File: src/rtl/config_pkg.sv
// Shared definitions for the config writer and the config register it targets:
// default field widths, message bit offsets and the writer FSM state encoding.
package config_pkg;

    localparam int ADDR_W    = 4;
    localparam int PAYLOAD_W = 8;

    // Message layout, MSB first: {addr, flag, payload}
    function automatic int flag_bit(input int payload_w);
        return payload_w;
    endfunction

    function automatic int addr_lsb(input int payload_w);
        return payload_w + 1;
    endfunction

    function automatic int msg_w(input int addr_w, input int payload_w);
        return addr_w + payload_w + 1;
    endfunction

    typedef enum logic [1:0] {
        IDLE   = 2'd0,
        SEND   = 2'd1,
        WAIT   = 2'd2,
        REPORT = 2'd3
    } state_t;

endpackage

File: src/rtl/config_timeout_ctr.sv
// Response timeout counter: counts enabled cycles from a clear, flags the last one.
// expired is combinational from the count, so it is seen in the TIMEOUT-th enabled cycle.
module config_timeout_ctr #(
    parameter int TIMEOUT = 16
) (
    input  logic clk,
    input  logic reset,
    input  logic clear,
    input  logic enable,
    output logic expired
);

    localparam int CW = (TIMEOUT > 2) ? $clog2(TIMEOUT) : 1;
    localparam logic [CW-1:0] LAST = CW'(TIMEOUT - 1);

    logic [CW-1:0] count;

    always_ff @(posedge clk) begin
        if (reset) begin
            count <= '0;
        end else if (clear) begin
            count <= '0;
        end else if (enable) begin
            count <= count + 1'b1;
        end
    end

    assign expired = (count == LAST);

endmodule

File: src/rtl/config_writer.sv
// Writes one config register per command, retrying on mismatch or timeout, then reports.
// Handshake outputs are Moore (state only); each stage holds until its partner is ready.
module config_writer
    import config_pkg::*;
#(
    parameter int ADDR_SIZE    = ADDR_W,
    parameter int PAYLOAD_SIZE = PAYLOAD_W,
    parameter int TIMEOUT      = 16,
    parameter int MAX_RETRIES  = 2,
    localparam int RW = (MAX_RETRIES > 0) ? $clog2(MAX_RETRIES + 1) : 1
) (
    input  logic                              clk,
    input  logic                              reset,
    input  logic                              cmd_val,
    output logic                              cmd_rdy,
    input  logic [ADDR_SIZE-1:0]              cmd_addr,
    input  logic [PAYLOAD_SIZE-1:0]           cmd_payload,
    output logic                              send_val,
    input  logic                              send_rdy,
    output logic [ADDR_SIZE+PAYLOAD_SIZE:0]   send_msg,
    input  logic                              recv_val,
    output logic                              recv_rdy,
    input  logic [ADDR_SIZE+PAYLOAD_SIZE:0]   recv_msg,
    output logic                              status_val,
    input  logic                              status_rdy,
    output logic                              status_ok,
    output logic [RW-1:0]                     status_retries
);

    localparam int MW       = msg_w(ADDR_SIZE, PAYLOAD_SIZE);
    localparam int FLAG_BIT = flag_bit(PAYLOAD_SIZE);
    localparam int ADDR_LSB = addr_lsb(PAYLOAD_SIZE);
    localparam logic [RW-1:0] MAX_R = RW'(MAX_RETRIES);

    state_t                  state;
    logic [ADDR_SIZE-1:0]    addr_q;
    logic [PAYLOAD_SIZE-1:0] payload_q;
    logic [RW-1:0]           retries;
    logic                    ok_q;

    logic expired;
    logic tmr_clear;
    logic tmr_en;
    logic match;
    logic fail;

    assign match = (recv_msg[MW-1:ADDR_LSB] == addr_q) && recv_msg[FLAG_BIT]
                && (recv_msg[PAYLOAD_SIZE-1:0] == payload_q);

    // A response in the expiry cycle is judged on its content, not the timer
    assign fail      = (state == WAIT) && (recv_val ? !match : expired);
    assign tmr_clear = (state == SEND) && send_rdy;
    assign tmr_en    = (state == WAIT) && !recv_val;

    config_timeout_ctr #(
        .TIMEOUT (TIMEOUT)
    ) u_timer (
        .clk     (clk),
        .reset   (reset),
        .clear   (tmr_clear),
        .enable  (tmr_en),
        .expired (expired)
    );

    always_ff @(posedge clk) begin
        if (reset) begin
            state     <= IDLE;
            addr_q    <= '0;
            payload_q <= '0;
            retries   <= '0;
            ok_q      <= 1'b0;
        end else begin
            case (state)
                IDLE: begin
                    if (cmd_val) begin
                        addr_q    <= cmd_addr;
                        payload_q <= cmd_payload;
                        retries   <= '0;
                        ok_q      <= 1'b0;
                        state     <= SEND;
                    end
                end
                SEND: begin
                    if (send_rdy) state <= WAIT;
                end
                WAIT: begin
                    if (recv_val && match) begin
                        ok_q  <= 1'b1;
                        state <= REPORT;
                    end else if (fail) begin
                        if (retries < MAX_R) begin
                            retries <= retries + 1'b1;
                            state   <= SEND;
                        end else begin
                            ok_q  <= 1'b0;
                            state <= REPORT;
                        end
                    end
                end
                REPORT: begin
                    if (status_rdy) state <= IDLE;
                end
                default: state <= IDLE;
            endcase
        end
    end

    // Outputs are forced low while reset is held, whatever the old state was
    assign cmd_rdy        = !reset && (state == IDLE);
    assign send_val       = !reset && (state == SEND);
    assign recv_rdy       = !reset && (state == WAIT);
    assign status_val     = !reset && (state == REPORT);
    assign send_msg       = send_val ? {addr_q, 1'b1, payload_q} : '0;
    assign status_ok      = status_val && ok_q;
    assign status_retries = status_val ? retries : '0;

endmodule
File: config.mk
export PLATFORM = sky130hd
export DESIGN_NAME = config_writer
export DESIGN_NICKNAME = d
export VERILOG_FILES = /design/src/rtl/config_pkg.sv /design/src/rtl/config_timeout_ctr.sv /design/src/rtl/config_writer.sv
export SDC_FILE = /design/constraint.sdc
export NUM_CORES = 1
export LEC_CHECK = 0
export BUFFER_PORTS_ARGS = -buffer_cell sky130_fd_sc_hd__buf_2
export CAP_MARGIN = 20
export CORE_MARGIN = 1
export CORE_UTILIZATION = 49
export DETAILED_ROUTE_END_ITERATION = 7
export PLACE_DENSITY = 0.86
export SLEW_MARGIN = 20
export SYNTH_ARGS = -nofsm -noshare
export SYNTH_HDL_FRONTEND = slang
export SYNTH_HIERARCHICAL = 1
export SYNTH_SLANG_ARGS = --single-unit
File: constraint.sdc
create_clock -name clk -period 4.5 [get_ports clk]
set_input_delay 0 -clock clk [delete_from_list [all_inputs] [get_ports clk]]
set_output_delay 0 -clock clk [all_outputs]
set_load 0.005 [all_outputs]
==> results of run 1 <==
-- worst max-delay path: stages (launching register included) --
cell,delay (ns)
dfxtp_1,0.39
ha_1,0.20
and3_1,0.16
nor2_1,0.04
a211oi_1,0.61
nor3b_1,0.12
a31oi_1,0.16
o21ai_0,0.09
-- routing by layer --
layer,GRT usage,up-vias
met3,0.0309,9
met5,0,-
li1,-,602
met4,0.138,0
met2,0.429,33
met1,0.250,537
-- synthesized netlist by cell type --
master	n	area, sq um
clkbuf_1	3	11.3
mux2_1	1	11.3
nor2_1	11	41.3
dfxtp_1	21	420
or2_2	1	6.26
a21oi_1	16	80.1
nor4_2	2	25.0
nand2_1	28	105
xor2_1	11	96.3
a21bo_2	1	10.0
xnor2_1	2	17.5
mux2i_1	2	20.0
or3_1	1	6.26
a41oi_1	1	8.76
nor3_1	5	25.0
a211oi_1	1	7.51
a311o_1	1	10.0
nand2b_1	2	12.5
buf_2	4	20.0
ha_1	1	12.5
nor3b_1	3	22.5
nand3b_1	1	7.51
a21boi_1	1	7.51
and2_2	1	7.51
o21ai_0	2	10.0
buf_4	1	7.51
and2_1	14	87.6
and3_1	2	12.5
nand4_1	2	12.5
a31oi_1	2	12.5
-- kinds of logic (layout without fill, tap and decap cells) --
group	after synthesis	count (layout)	share of synthesized area
buffers and inverters	8	67	0.0342
AO/OA/AOI/OAI	25	25	0.129
adder cells (fa/ha/maj)	1	1	0.0110
flip-flops	21	21	0.370
AND/OR/NAND/NOR	73	73	0.327
multiplexers	3	3	0.0276
XOR/XNOR	13	13	0.100
-- worst max path at each step --
stage	startpoint	endpoint	slack (ns)	cells after the start
global placement	state[0]$_SDFFE_PP0P_	send_msg[5]	2.80	3
CTS	state[0]$_SDFFE_PP0P_	send_msg[5]	2.33	3
finish	u_timer/count[0]$_SDFFE_PP0P_	retries[0]$_SDFFE_PP0P_	2.63	7
detailed placement	state[0]$_SDFFE_PP0P_	send_msg[5]	2.69	3
global route	u_timer/count[0]$_SDFFE_PP0P_	retries[0]$_SDFFE_PP0P_	2.54	7
floorplan	u_timer/count[0]$_SDFFE_PP0P_	retries[0]$_SDFFE_PP0P_	2.91	7
-- per-stage QoR --
step           total power, mW  setup slack, ns  hold WS [ns]  std cells   util
2_1_floorplan            0.248             2.91         0.135        144      -
3_3_place_gp             0.270             2.80         0.243        214  0.630
3_5_place_dp             0.273             2.69         0.249        214  0.630
4_1_cts                  0.373             2.33       0.00334        230  0.699
5_1_grt                  0.391             2.54         0.102        231  0.706
6_report                 0.373             2.63        0.0726        231  0.706
-- state kept, by name (all words and copies together), names as in the netlist --
signal / cells
retries: 2
payload_q: 8
ok_q: 1
addr_q: 4
state: 2
u_timer/count: 4
-- power by group --
part	switching, mW	leakage, nW	internal (mW)
sequential	0.00955	0.171	0.195
combinational	0.0375	0.541	0.0370
clock	0.0600	0.0139	0.0339
total	0.107	0.726	0.266
-- layout make-up --
type                    count  area, sq um  area share
multi-input cells         115          681       0.440
flip-flops and latches     21          420       0.272
repair buffers             63          380       0.246
well taps                  28         35.0      0.0227
clock buffers               3         22.5      0.0146
clock inverters             1         7.51     0.00485
==> results.yml, run 1 <==
worst_setup_path:
  reg2reg_depth: 7
  rr_startpoint: "u_timer/count[0]$_SDFFE_PP0P_"
  cp_max_fo: 6
  reg2reg_setup_slack_ns: 2.63
  startpoint_type: "flop"
  critPathRequiredTime_ns: 4.70
  worst_ep_arrival_time_ns: 2.07
  worstSetupEndpointType: "flop"
  reg2reg_to: "retries[0]$_SDFFE_PP0P_"
  criticalPathCategory: "flop to flop"
logic_synthesis:
  synth_area_sq_um: 1130
  ys_ff_latch: 21
  ys_warn_count: 6
  synthesis.nets: 176
  synthCells: 144
  avgSynthCellArea_sq_um: 7.88
  ys_types: 30
  ys_seq_area_frac: 0.370
cts:
  cts_tree: "yes"
  clk_pin_slew_ns: 0.12
  post_cts_resize_count: 0
  clockRootBuffer: "clkbuf_4"
  numCtsBuffers: 3
  clock-sinks: 21
  cts_hold_buf: 12
  postCtsSetupBuffers: 0
  htreeDepth: 1
  clock_latency_ns: 0.31
  cts.path.max_buffers: 2
cells_and_area:
  area_growth_pct: 36.3
  final_cell_area_sq_um: 1550
  nets: 236
  fillers: 156
  mostFrequentLayoutCells: "buf_2 (50), nand2_1 (28), dfxtp_1 (21)"
  layout-drive-gt1-share: 0.296
  layout_commonest_cell: "buf_2"
  diodes: 0
routing:
  wire_per_inst_microns: 12.0
  firstDrtPassIters: 6
  wl_microns: 2780
  drt-initial-drc-count: 22
  met1_length_microns: 1170
  met2_wirelength_microns: 1440
  routed_via_density: 5.11
  highest_layer: "met4"
  drtAntennaViolNets: 0
  num_vias: 1181
  drc: 2
  wl_met3_microns: 102
global_routing:
  grt_overflow: 0
  grt_max_degree: 27
  grt_pass1_vias: 1103
  grt_pass1_wl_microns: 4460
  track_usage: 0.234
  grt_antenna_before_repair: 0
placed_design:
  io_buffer_count: 50
  place_area_sq_um: 1380
  dp_hpwl_microns: 1970
  gp_congestion: 0.772
floorplan:
  core_area_sq_um: 2190
  start_util: 0.518
  num_rows: 17
  dieArea_sq_um: 2510
  pin_count: 51
  die_w_microns: 50.1
  die_h_microns: 50.1
worst_hold_path:
  whs_path_depth: 4
  min_from: "send_rdy"
  hold_end: "state[0]$_SDFFE_PP0P_"
  hold_path_class: "input port to flop"
outcome:
  status: "finished with violations"
  violations: "DRC"
timing:
  max_slew_margin: 0.530
  setup_viol: 0
  fin_tns_setup_ns: 0
  final.period_utilization: 0.415
  finClkSkew_ns: 0.00142
  worstMarginPinSlew_ns: 0.702
  timing_hold_violations_final: 0
  drv_slew: 0
  clock.fmax_ghz: 0.535
  rsz0062_at_grt: "false"
  min_period_ns: 1.87
power:
  power_per_cell_area_nw_per_um2: 241
  leakagePower_nw: 0.726
  vdd_drop_max_mv: 0.175
flow_run:
  maxCapViolations: 0
No activity file was read; power rests on OpenSTA's default activity.
==> inputs of run 2 (changes only) <==
--- a/config.mk
+++ b/config.mk
@@ -8,9 +8,9 @@
 export BUFFER_PORTS_ARGS = -buffer_cell sky130_fd_sc_hd__buf_2
 export CAP_MARGIN = 20
 export CORE_MARGIN = 1
-export CORE_UTILIZATION = 49
+export CORE_UTILIZATION = 46
 export DETAILED_ROUTE_END_ITERATION = 7
-export PLACE_DENSITY = 0.86
+export PLACE_DENSITY = 0.81
 export SLEW_MARGIN = 20
 export SYNTH_ARGS = -nofsm -noshare
 export SYNTH_HDL_FRONTEND = slang
==> constraint.sdc (replaced) <==
create_clock -name clk -period 1.9 [get_ports clk]
set_input_delay 0 -clock clk [delete_from_list [all_inputs] [get_ports clk]]
set_output_delay 0 -clock clk [all_outputs]
set_load 0.005 [all_outputs]
==> run 2 against run 1 <==
Compared with the run above: global-route usage increased by 0.82 points; critical path type unchanged; the flow now finishes without violations; non-clock buffer count increased by 2; highest routed layer unchanged; via count grew 3.3%; register-to-register slack got worse by 2.4 ns; clock-buffer cell count rose by 1; hold slack lost 0.037 ns; first-iteration DRC count grew 73%; largest cell class unchanged.
==> results.yml, run 2 (synthesis gave the netlist of run 1 again) <==
cts:
  numCtsBuffers: 3
  clockRootBuffer: "clkbuf_4"
  clock-sinks: 21
  cts.path.max_buffers: 2
  cts_tree: "yes"
  htreeDepth: 1
  clock_latency_ns: 0.29
  clk_pin_slew_ns: 0.12
  postCtsSetupBuffers: 0
placed_design:
  io_buffer_count: 50
  place_area_sq_um: 1400
  pre_cts_slack_ns: 0.313
  placed_cells: 217
  dp_hpwl_microns: 2060
  gp_congestion: 0.738
cells_and_area:
  largest-register: "payload_q"
  fillers: 195
  final_cell_area_sq_um: 1550
  mostFrequentLayoutCells: "buf_2 (50), nand2_1 (28), dfxtp_1 (21)"
  layout-drive-gt1-share: 0.298
  regArea_sq_um: 420
  nets: 238
  multi_input_area_sq_um: 676
  largest_reg_flops: 8
  fin_util: 0.681
  top_regs: "payload_q: 8 flops, addr_q: 4 flops, u_timer/count: 4 flops"
  final_cell_count_no_fill: 233
  diodes: 0
  area_growth_pct: 36.6
  layout_commonest_cell: "buf_2"
worst_hold_path:
  hold_end: "state[1]$_SDFFE_PP0P_"
  hold_path_class: "input port to flop"
  whs_path_depth: 3
  min_from: "status_rdy"
global_routing:
  grt_pass1_vias: 1167
  grt_overflow: 0
  grt_max_degree: 27
  track_usage: 0.242
  grt_pass1_wl_microns: 4870
  grt_antenna_before_repair: 0
routing:
  firstDrtPassIters: 4
  num_vias: 1220
  wl_microns: 2910
  drtAntennaViolNets: 0
  drc: 0
  drt-initial-drc-count: 38
  routed_via_density: 5.24
  wire_per_inst_microns: 12.5
floorplan:
  pin_count: 51
  die_h_microns: 51.7
  start_util: 0.499
  core_area_sq_um: 2280
  die_w_microns: 51.7
  num_rows: 17
  dieArea_sq_um: 2670
timing:
  fin_tns_setup_ns: 0
  timing_hold_violations_final: 0
  finClkSkew_ns: 0.00449
  max_slew_margin: 0.685
  drv_slew: 0
  rsz0062_at_grt: "false"
  clock.fmax_ghz: 0.617
  final.period_utilization: 0.854
  worstMarginPinSlew_ns: 0.473
  fin_ws_ns: 0.278
  fin_hold_ws_ns: 0.0354
  setup_viol: 0
  min_period_ns: 1.62
power:
  finalPower_mw: 0.877
  vdd_drop_max_mv: 0.528
  power_per_cell_area_nw_per_um2: 566
  leakagePower_nw: 0.736
worst_setup_path:
  cp_num_cells: 8
  reg2reg_depth: 8
  worst_ep_arrival_time_ns: 1.80
  criticalPathCategory: "flop to flop"
  crit_chain: "ha_1 -> and3_1 -> nor2_1 -> a211oi_1 -> buf_4 -> nor3b_1 -> a31oi_1 -> o21ai_0"
  worst-path-buf-inv: 1
  reg2reg_setup_slack_ns: 0.28
  crit_slowest_cell: "dfxtp_1"
  worstSetupEndpointType: "flop"
  cp_max_fo: 6
  startpoint_type: "flop"
  path_delay_family: "compound AO/OA/AOI/OAI gates"
  reg2reg_to: "retries[0]$_SDFFE_PP0P_"
  rr_startpoint: "u_timer/count[0]$_SDFFE_PP0P_"
  critPathRequiredTime_ns: 2.08
  crit_path_max_incr_delay_ns: 0.39
flow_run:
  maxCapViolations: 0
outcome:
  status: "complete, no violations"
[run 2: repair_timing]
action / CTS / global route
hold buffers: 12 / 0
resized for setup: 0 / 0
hold endpoints to repair: 12 / 0
setup endpoints to repair: 0 / 0
[run 2: final cells by class]
type                       count  area share
sequential                    21       0.271
clock buffer                   4      0.0169
timing repair buffer          65       0.253
tap                           28      0.0226
multi-input combinational    115       0.436
[run 2: worst max-delay path by stage]
stage | endpoint | from | slack [ns]
floorplan | retries[0]$_SDFFE_PP0P_ | u_timer/count[0]$_SDFFE_PP0P_ | 0.31
global placement | retries[0]$_SDFFE_PP0P_ | u_timer/count[0]$_SDFFE_PP0P_ | 0.41
detailed placement | retries[0]$_SDFFE_PP0P_ | u_timer/count[0]$_SDFFE_PP0P_ | 0.31
CTS | retries[0]$_SDFFE_PP0P_ | u_timer/count[0]$_SDFFE_PP0P_ | 0.29
global route | retries[0]$_SDFFE_PP0P_ | u_timer/count[0]$_SDFFE_PP0P_ | 0.17
finish | retries[0]$_SDFFE_PP0P_ | u_timer/count[0]$_SDFFE_PP0P_ | 0.28
[run 2: layer usage]
layer,global-route usage,vias up,wire (microns)
met4,0.131,0,77
met1,0.285,555,1170
met5,0,-,0
met3,0.0322,10,150
met2,0.422,44,1510
li1,-,611,-
[run 2: power by group]
part / internal, mW / total [mW] / switching [mW] / leakage (nW)
Clock: 0.0816 / 0.212 / 0.131 / 0.0150
Combinational: 0.0906 / 0.182 / 0.0911 / 0.550
Sequential: 0.461 / 0.483 / 0.0219 / 0.171
Total: 0.633 / 0.877 / 0.244 / 0.736
[run 2: worst reg2reg max path, delay by kind of cell, from the launching register on]
kind            cells  cell delay, ns
flops               1            0.39
simple gates        3            0.25
compound gates      3            0.50
fa+ha+maj           1            0.20
buf+inv             1            0.18
